--- config.mk ---
export PLATFORM = sky130hd
export DESIGN_NAME = alu_exec_ctrl
export DESIGN_NICKNAME = d
export VERILOG_FILES = /design/src/rtl/alu_exec_pkg.sv /design/src/rtl/exec_regfile.sv /design/src/rtl/alu_exec_ctrl.sv
export SDC_FILE = /design/constraint.sdc
export NUM_CORES = 1
export LEC_CHECK = 0
export ABC_CLOCK_PERIOD_IN_PS = 16100
export BUFFER_PORTS_ARGS = -buffer_cell sky130_fd_sc_hd__buf_2
export CORE_MARGIN = 10
export CORE_UTILIZATION = 45
export DETAILED_ROUTE_END_ITERATION = 12
export GPL_TIMING_DRIVEN = 0
export PLACE_DENSITY = 0.71
export SETUP_SLACK_MARGIN = 0.5
export SYNTH_ARGS = -nofsm -noshare
export SYNTH_HDL_FRONTEND = slang
export SYNTH_SLANG_ARGS = --single-unit
export TNS_END_PERCENT = 50
--- constraint.sdc ---
create_clock -name clk -period 16.1 [get_ports clk]
set_clock_uncertainty 0.05 [all_clocks]
set_input_delay 4.025 -clock clk [delete_from_list [all_inputs] [get_ports clk]]
set_output_delay 4.025 -clock clk [all_outputs]
set_load 0.03 [all_outputs]
--- src/rtl/alu_exec_pkg.sv ---
// Shared constants, state encoding and instruction field layout for the
// ALU execute sequencer.
package alu_exec_pkg;

    localparam int DW     = 18;
    localparam int NREG   = 16;
    localparam int PC_W   = 8;
    localparam int RIDX_W = 4;

    localparam logic [1:0] OP_AND = 2'b00;
    localparam logic [1:0] OP_ADD = 2'b01;
    localparam logic [1:0] OP_OR  = 2'b10;
    localparam logic [1:0] OP_XOR = 2'b11;

    typedef enum logic [2:0] {
        IDLE   = 3'd0,
        FETCH  = 3'd1,
        DECODE = 3'd2,
        EXEC   = 3'd3,
        WB     = 3'd4
    } state_t;

    localparam logic [DW-1:0] HALT_INSTR = 18'h00000;

    // Instruction field bit positions
    localparam int OP_HI   = 17;
    localparam int OP_LO   = 16;
    localparam int IMM_BIT = 15;
    localparam int RD_HI   = 14;
    localparam int RD_LO   = 11;
    localparam int RS1_HI  = 10;
    localparam int RS1_LO  = 7;
    localparam int RS2_HI  = 6;
    localparam int RS2_LO  = 3;
    localparam int IMM7_HI = 6;
    localparam int IMM7_LO = 0;

    // Zero-extend the 7-bit immediate field of an instruction word
    function automatic logic [DW-1:0] imm7_zext(input logic [DW-1:0] ir);
        return {11'b000_0000_0000, ir[IMM7_HI:IMM7_LO]};
    endfunction

endpackage

--- src/rtl/exec_regfile.sv ---
// 16-entry register file: r0 reads as zero, two operand read ports,
// one debug read port and one synchronous write port.
module exec_regfile
    import alu_exec_pkg::*;
(
    input  logic              clk,
    input  logic              reset,
    input  logic              we,
    input  logic [RIDX_W-1:0] waddr,
    input  logic [DW-1:0]     wdata,
    input  logic [RIDX_W-1:0] raddr1,
    output logic [DW-1:0]     rdata1,
    input  logic [RIDX_W-1:0] raddr2,
    output logic [DW-1:0]     rdata2,
    input  logic [RIDX_W-1:0] dbg_addr,
    output logic [DW-1:0]     dbg_data
);

    logic [DW-1:0] mem_r [NREG];

    // Register storage: cleared on reset, written when enabled (r0 never written)
    always_ff @(posedge clk or posedge reset) begin
        if (reset) begin
            for (int i = 0; i < NREG; i++) begin
                mem_r[i] <= {DW{1'b0}};
            end
        end else if (we && (waddr != 4'd0)) begin
            mem_r[waddr] <= wdata;
        end
    end

    // r0 is forced to zero on every read port regardless of storage contents
    assign rdata1   = (raddr1   == 4'd0) ? {DW{1'b0}} : mem_r[raddr1];
    assign rdata2   = (raddr2   == 4'd0) ? {DW{1'b0}} : mem_r[raddr2];
    assign dbg_data = (dbg_addr == 4'd0) ? {DW{1'b0}} : mem_r[dbg_addr];

endmodule

--- src/rtl/alu_exec_ctrl.sv ---
// Multi-cycle execute sequencer: fetch, decode, drive the external ALU,
// capture result/carry and write back to the register file.
module alu_exec_ctrl
    import alu_exec_pkg::*;
(
    input  logic              clk,
    input  logic              reset,
    input  logic              start,
    output logic              instr_req,
    output logic [PC_W-1:0]   instr_addr,
    input  logic              instr_valid,
    input  logic [DW-1:0]     instr_data,
    output logic [DW-1:0]     alu_a,
    output logic [DW-1:0]     alu_b,
    output logic [1:0]        alu_sel,
    input  logic [DW-1:0]     alu_out,
    input  logic              alu_carry,
    output logic              busy,
    output logic              halted,
    output logic              carry_flag,
    output logic [PC_W-1:0]   pc,
    input  logic [RIDX_W-1:0] dbg_addr,
    output logic [DW-1:0]     dbg_data
);

    state_t            state_r;
    logic [PC_W-1:0]   pc_r;
    logic [DW-1:0]     ir_r;
    logic [DW-1:0]     res_r;
    logic [DW-1:0]     alu_a_r;
    logic [DW-1:0]     alu_b_r;
    logic [1:0]        alu_sel_r;
    logic              instr_req_r;
    logic              busy_r;
    logic              halted_r;
    logic              carry_flag_r;

    logic [1:0]        op_s;
    logic              imm_s;
    logic [RIDX_W-1:0] rd_s;
    logic [RIDX_W-1:0] rs1_s;
    logic [RIDX_W-1:0] rs2_s;
    logic [DW-1:0]     rs1_data_s;
    logic [DW-1:0]     rs2_data_s;
    logic              wb_en_s;

    assign op_s    = ir_r[OP_HI:OP_LO];
    assign imm_s   = ir_r[IMM_BIT];
    assign rd_s    = ir_r[RD_HI:RD_LO];
    assign rs1_s   = ir_r[RS1_HI:RS1_LO];
    assign rs2_s   = ir_r[RS2_HI:RS2_LO];
    assign wb_en_s = (state_r == WB);

    exec_regfile u_regfile (
        .clk      (clk),
        .reset    (reset),
        .we       (wb_en_s),
        .waddr    (rd_s),
        .wdata    (res_r),
        .raddr1   (rs1_s),
        .rdata1   (rs1_data_s),
        .raddr2   (rs2_s),
        .rdata2   (rs2_data_s),
        .dbg_addr (dbg_addr),
        .dbg_data (dbg_data)
    );

    // Sequencer FSM with all externally visible controls held in registers
    always_ff @(posedge clk or posedge reset) begin
        if (reset) begin
            state_r      <= IDLE;
            pc_r         <= {PC_W{1'b0}};
            ir_r         <= {DW{1'b0}};
            res_r        <= {DW{1'b0}};
            alu_a_r      <= {DW{1'b0}};
            alu_b_r      <= {DW{1'b0}};
            alu_sel_r    <= OP_AND;
            instr_req_r  <= 1'b0;
            busy_r       <= 1'b0;
            halted_r     <= 1'b0;
            carry_flag_r <= 1'b0;
        end else begin
            case (state_r)
                IDLE: begin
                    if (start) begin
                        state_r      <= FETCH;
                        pc_r         <= {PC_W{1'b0}};
                        halted_r     <= 1'b0;
                        carry_flag_r <= 1'b0;
                        instr_req_r  <= 1'b1;
                        busy_r       <= 1'b1;
                    end
                end
                FETCH: begin
                    // Request stays up with no timeout until memory answers
                    if (instr_valid) begin
                        ir_r        <= instr_data;
                        instr_req_r <= 1'b0;
                        state_r     <= DECODE;
                    end
                end
                DECODE: begin
                    if (ir_r == HALT_INSTR) begin
                        halted_r <= 1'b1;
                        busy_r   <= 1'b0;
                        state_r  <= IDLE;
                    end else begin
                        alu_a_r   <= rs1_data_s;
                        alu_b_r   <= imm_s ? imm7_zext(ir_r) : rs2_data_s;
                        alu_sel_r <= op_s;
                        state_r   <= EXEC;
                    end
                end
                EXEC: begin
                    res_r <= alu_out;
                    if (op_s == OP_ADD) begin
                        carry_flag_r <= alu_carry;
                    end
                    state_r <= WB;
                end
                WB: begin
                    // Register write happens in the regfile on this same edge
                    pc_r        <= pc_r + 8'd1;
                    instr_req_r <= 1'b1;
                    state_r     <= FETCH;
                end
                default: begin
                    state_r     <= IDLE;
                    instr_req_r <= 1'b0;
                    busy_r      <= 1'b0;
                end
            endcase
        end
    end

    assign instr_req  = instr_req_r;
    assign instr_addr = pc_r;
    assign alu_a      = alu_a_r;
    assign alu_b      = alu_b_r;
    assign alu_sel    = alu_sel_r;
    assign busy       = busy_r;
    assign halted     = halted_r;
    assign carry_flag = carry_flag_r;
    assign pc         = pc_r;

endmodule

# == Word level (Yosys, flattened, before mapping) ==
# Cells that the tools add are included.
# op_classes
n_eq_ne,9
n_mux,32
order_cmp,5
n_addsub,1
n_reduce_logical,21
n_bitwise,7
# ops
operator,n
$bwmux 288,1
$bmux 18 s4,3
$mux 18,11
$demux 18 s4,1
$ge 5x5->1 const B,4
$not 4->5,4
$logic_not 18->1,1
$pmux 8 s2,1
$pmux 3 s5,1
$logic_not 4->1,3
$reduce_and 3->1,4
$add 8x1->8 const B,1
$mux 8,1
$ne 2x2->1 const B,4
$reduce_and 2->1,4
$eq 3x2->1 const B,2
$mux 1,6
$mux 3,2
$reduce_bool 2->1,3
$lt 5x1->1 const B,1
$pmux 1 s2,2
$pmux 1 s4,1
$reduce_bool 4->1,1
$eq 3x1->1 const B,1
other kinds (9),12
# word_totals
inputBits,45
out_inout_bits,76
ff_bits,377
wordCells,102

# == Logic depth before layout (Yosys ltp) ==
# logic_depth
ltp_word,6
ltp_mapped,9
depth_no_buf,5

# == Hierarchy ==
# From an unflattened synthesis, not the netlist that was laid out.
# unflattened
hier_cells,1461
hier_area_um2,21042.7
# by_module_without_submodules
mod,n_inst,area_per_inst_um2,cells_per_inst,seq_area_each_um2
exec_regfile,1,17192.7,1196,6831.6
alu_exec_ctrl,1,3849.9,265,2227.1

# == Worst setup path after synthesis ==
# No wires, ideal clock.
# synth_path
kind,in2out
start,input dbg_addr[1]
end,output dbg_data[11]
cell_stages,6
setup_slack_ns,6.366
arrival_ns,5.659
n_path_buf,3
required_time_ns,12.025
cell_sequence,buf_4 buf_2 buf_2 mux4_2 mux4_2 and2b_1
# synth_via
elab_chain_cells,5
word_cells_on_any_way,6
cone_classes,4 x mux; 1 x bitwise; 1 x reduce/logical
# synth_lines
element,line_no,source
"start, declared",alu_exec_ctrl.sv:22,"input logic [RIDX_W-1:0] dbg_addr,"
$not 4->5 (not written as such),exec_regfile.sv:35,assign dbg_data = (dbg_addr == 4'd0) ? {DW{1'b0}} : mem_r[dbg_addr];
$bmux 18 s4,exec_regfile.sv:35,
$mux 18 (not written as such) (2 in series),exec_regfile.sv:35,
$mux 18 *,exec_regfile.sv:35,
"end, declared",alu_exec_ctrl.sv:23,output logic [DW-1:0] dbg_data
# Mark *: on every way between the ends. The rest lies on a longest branch, timed or not. The select of a mux whose other input is x is not followed.

# == Final worst setup path ==
# layout_path
start,input dbg_addr[0]
end,output dbg_data[8]
# The elaborated chain is that of the path after synthesis.

==> reports/summary.md <==
The async set or reset register ratio after synthesis is 1.000. The proportion of total power due to net switching works out to 0.3907. The area growth from synthesis to layout is 13.56%. The run gives 6 as the first-pass iteration count of the detailed router. The run gives 0.02120 sq mm as the combined area of all synthesized cells.

In this run the core area contains 79 standard-cell rows. For the residual DRC count, the log shows 0. The count of buffers from port buffering is 116.

At the worst endpoint, the required time is 12,030 ps. The commonest register cell after synthesis is sky130_fd_sc_hd__dfrtp_1. Setup repair after global routing left no endpoint under its margin. The internal power of the cells totals 0.002784 W. Synthesis handed over a netlist of 1,414 instances. Setup total negative slack on the finished layout was measured at 0 ps. The number of setup buffers added after CTS was 0; the sequential-to-total area share from yosys stat was 0.4451. The floorplan step defined a die boundary enclosing 0.05619 sq mm.

In this run the remaining antenna-violating nets after routing total 0. The total congestion overflow after global routing was 0. The area fraction of the dominant cell type after synthesis was 0.4451; the number of vias per cell was 6.686. After clock tree synthesis, the clock-pin slew on the worst setup and hold paths is 60 ps. The register area came out at 0.009434 sq mm. The final-stage net count is 1,622.

The analysis attributes to net switching a power of 0.001785 W. The flop and latch count out of synthesis is 377. The largest total area in the synthesized netlist belongs to sky130_fd_sc_hd__dfrtp_1.

Based on the critical path, the design can be clocked at up to 91.27 MHz. The run gives 2 as the H-tree depth. The longest clock path from root to sink contains 3 buffers. The largest fanout of any net on the critical path works out to 11.

Total via count after detailed routing: 14,829. Buffers inserted to repair hold after CTS numbered 0. The placer's final routability congestion estimate was 0.9185; the post-route core utilization was 0.5171. The transition time of the tightest slew-check pin was 1415 ps; the share of the clock period used by the worst path after layout was 0.6805.

The proportion of layout cells with a drive suffix above 1 came out at 0.4984. The synthesized netlist net count was 1,460; the clock buffer count from CTS was 41. The die boundary height is 237.0 um.

Clock tree synthesis found a total of 377 sinks. The logs give 0.02263 sq mm for the placed cell area and 426.0 ps for the worst slack on hold paths. The run finished with clean final reports. The number of synthesized flops with an enable pin was 0; the area used by multi-input combinational logic was 0.01096 sq mm. The number of inserted filler cells in the final layout was 3,869; the worst slew margin relative to its limit was 0.05649. For the total number of yosys warnings, the log shows 0. The combinational share of power came out at 0.425. Wire length of the first global-routing pass: 101,700 um. In the post-synthesis netlist, the biggest area contributors are sky130_fd_sc_hd__dfrtp_1, sky130_fd_sc_hd__mux4_2, sky130_fd_sc_hd__mux2_2, sky130_fd_sc_hd__mux2i_1, sky130_fd_sc_hd__nand2_1. The worst path in the final design needs a cycle of 10,960 ps, including I/O delays and setup. The path class of the tightest hold or removal check is flip-flop to flip-flop. The clock reaches the later pin of the worst-skew pair after 570 ps. The starting utilization of the core area came out at 0.4553. The root buffer cell chosen for the clock tree is sky130_fd_sc_hd__clkbuf_16.

The tools report the total routing usage reported by global routing as 0.2445. STA classifies the critical path startpoint as a primary input. In the final routed layout, each cell accounts on average for 31.43 um. The part of the total power dissipated in the clock network was 0.221; the data arrival time of the worst path was 6880 ps. TritonCTS built the clock tree. The finished cells cover 0.02407 sq mm. Sequential group share of total power: 0.354. The tools report the capturing element type of the critical path as an output port.

The logs give 15,033 for the number of global-route vias before repair and 0 for the max-slew violation total from the final report. After legalization and detailed placement, the total HPWL measured 45,300 um. The synthesized area per cell works out to 14.99 sq um. The logs give 0 for the hold violation total from the final report and 0 for the number of maximum-capacitance constraint violations.

The cell with the most instances after synthesis is sky130_fd_sc_hd__dfrtp_1. For the static leakage power, the log shows 11.27 nW. The number of instances resized during post-cts repair is 0. The run gives 0 as the initial antenna violation count. Chip width: 237.0 um.

In the synthesized netlist, the cells that appear most often are sky130_fd_sc_hd__dfrtp_1, sky130_fd_sc_hd__mux2_2, sky130_fd_sc_hd__mux4_2. The total wirelength of the detailed-routed design is 69,700 um. For the area of the core, the log shows 0.04656 sq mm. The type of the setup path with the least slack is primary input to output port. The unique cell type count in the Yosys netlist came out at 56. The logs give 118.2 uV for the worst-case vdd ir drop and 2,212 for the number of violations reported at the end of detailed-routing iteration 0. Setup violations remaining at the end of the flow were counted as 0. Dividing total power by cell area gives a power density of 189.8 mW/mm^2. The I/O pin total came out at 121. Entering global routing, the biggest net connects 129 pins.
kinds of logic (layout without fill, tap and decap cells):
group / count (synthesis) / count (layout) / share of synthesized area
AOI/OAI and AO/OA: 106 / 106 / 0.03436
xor gates and xnor gates: 2 / 2 / 0.0008265
adders and majority gates: 1 / 1 / 0.0005902
buffers and inverters: 149 / 344 / 0.03807
DFF: 377 / 377 / 0.4451
muxes: 598 / 598 / 0.4324
other: 0 / 2 / 0
and+or+nand+nor: 181 / 181 / 0.04870
power groups by stage:
stage                     clock, W  sequential (W)  combinational (W)
after floorplan                  0         0.00156            0.00133
final                      0.00101         0.00162            0.00194
after CTS                  0.00102         0.00160            0.00191
after detailed placement         0         0.00161            0.00191
after global routing       0.00106         0.00166            0.00203
after global placement           0         0.00158            0.00187
routing by layer:
layer  vias up  wire, um  track usage
met3       231      8253      0.07468
met1      7759     26720       0.3237
met5         -         0            0
met4         0      3512       0.1092
li1       5806         -            -
met2      1033     31220       0.3642
critical path, cell delays in order:
cell	delay (ps)
sky130_fd_sc_hd__buf_6	140
sky130_fd_sc_hd__buf_6	190
sky130_fd_sc_hd__buf_6	190
sky130_fd_sc_hd__nor4_2	1110
sky130_fd_sc_hd__clkbuf_1	710
sky130_fd_sc_hd__and2b_1	300
sky130_fd_sc_hd__buf_2	180
layout make-up:
cell class	instances	share of cell area
multi-input combinational	888	0.4551
sequential	377	0.3919
clock buffer	60	0.05193
buffer	146	0.03306
tap	607	0.03155
timing repair buffer	119	0.02755
clock inverter	16	0.007901
inverter	3	0.0007797
antenna	2	0.0002079
cells in the final DEF, fill, tap and decap left out, types with 4 or more instances in the layout:
cell type / synthesis / layout
sky130_fd_sc_hd__buf_1: 8 / 8
sky130_fd_sc_hd__clkbuf_1: 53 / 59
sky130_fd_sc_hd__a22oi_1: 11 / 11
sky130_fd_sc_hd__mux2_2: 270 / 270
sky130_fd_sc_hd__nor4_1: 4 / 4
sky130_fd_sc_hd__a21o_1: 19 / 19
sky130_fd_sc_hd__o221ai_1: 13 / 13
sky130_fd_sc_hd__mux2_1: 11 / 11
sky130_fd_sc_hd__mux2_4: 10 / 10
sky130_fd_sc_hd__buf_6: 11 / 11
sky130_fd_sc_hd__nor2b_1: 17 / 17
sky130_fd_sc_hd__nand2_1: 82 / 82
sky130_fd_sc_hd__o21ai_0: 16 / 16
sky130_fd_sc_hd__a21oi_1: 10 / 10
sky130_fd_sc_hd__and2b_1: 10 / 10
sky130_fd_sc_hd__dfrtp_1: 377 / 377
sky130_fd_sc_hd__nand2b_1: 5 / 5
sky130_fd_sc_hd__nor2_4: 7 / 7
sky130_fd_sc_hd__nor2_1: 16 / 16
sky130_fd_sc_hd__bufinv_16: 0 / 4
sky130_fd_sc_hd__a211oi_1: 5 / 5
sky130_fd_sc_hd__clkbuf_8: 0 / 11
sky130_fd_sc_hd__buf_2: 48 / 164
sky130_fd_sc_hd__a211o_1: 5 / 5
sky130_fd_sc_hd__o22ai_1: 18 / 18
sky130_fd_sc_hd__clkbuf_16: 0 / 43
sky130_fd_sc_hd__clkinv_2: 0 / 9
sky130_fd_sc_hd__mux2i_1: 85 / 85
sky130_fd_sc_hd__nand3_1: 8 / 8
sky130_fd_sc_hd__buf_4: 25 / 25
sky130_fd_sc_hd__mux4_2: 222 / 222
sequential cells by signal, summed over array words and instances, names as in the netlist, 2 cells and up:
signal and cells:
alu_a 18, alu_b 18, alu_sel 2, instr_addr 8
ir_r 18, res_r 18, state_r 3, u_regfile.mem_r 288
path summary, 6_finish.rpt:
| kind | start | to | slack, ps | depth (start not counted) |
|---|---|---|---|---|
| worst max-delay path | dbg_addr[0] | dbg_data[8] | 5140 | 7 |
| worst min-delay path | alu_a[15] | alu_a[15] | 430 | 1 |
| worst max register to register | ir_r[6] | alu_b[17] | 13100 | 4 |
| worst min register to register | alu_a[15] | alu_a[15] | 430 | 1 |
| max in group asynchronous | reset | u_regfile.mem_r[210] | 10990 | 4 |
| min in group asynchronous | reset | u_regfile.mem_r[274] | 3410 | 2 |
through the flow:
stage          setup WS [ps]  std cells  power, W
6_report                5144       2218  0.004568
5_1_grt                 5091       2216  0.004742
4_1_cts                 5223       2216  0.004530
3_5_place_dp            5228       2140  0.003520
3_3_place_gp           -2354       2137  0.003452
2_1_floorplan           1553       1414  0.002891
(Power assumes the default switching activity.)
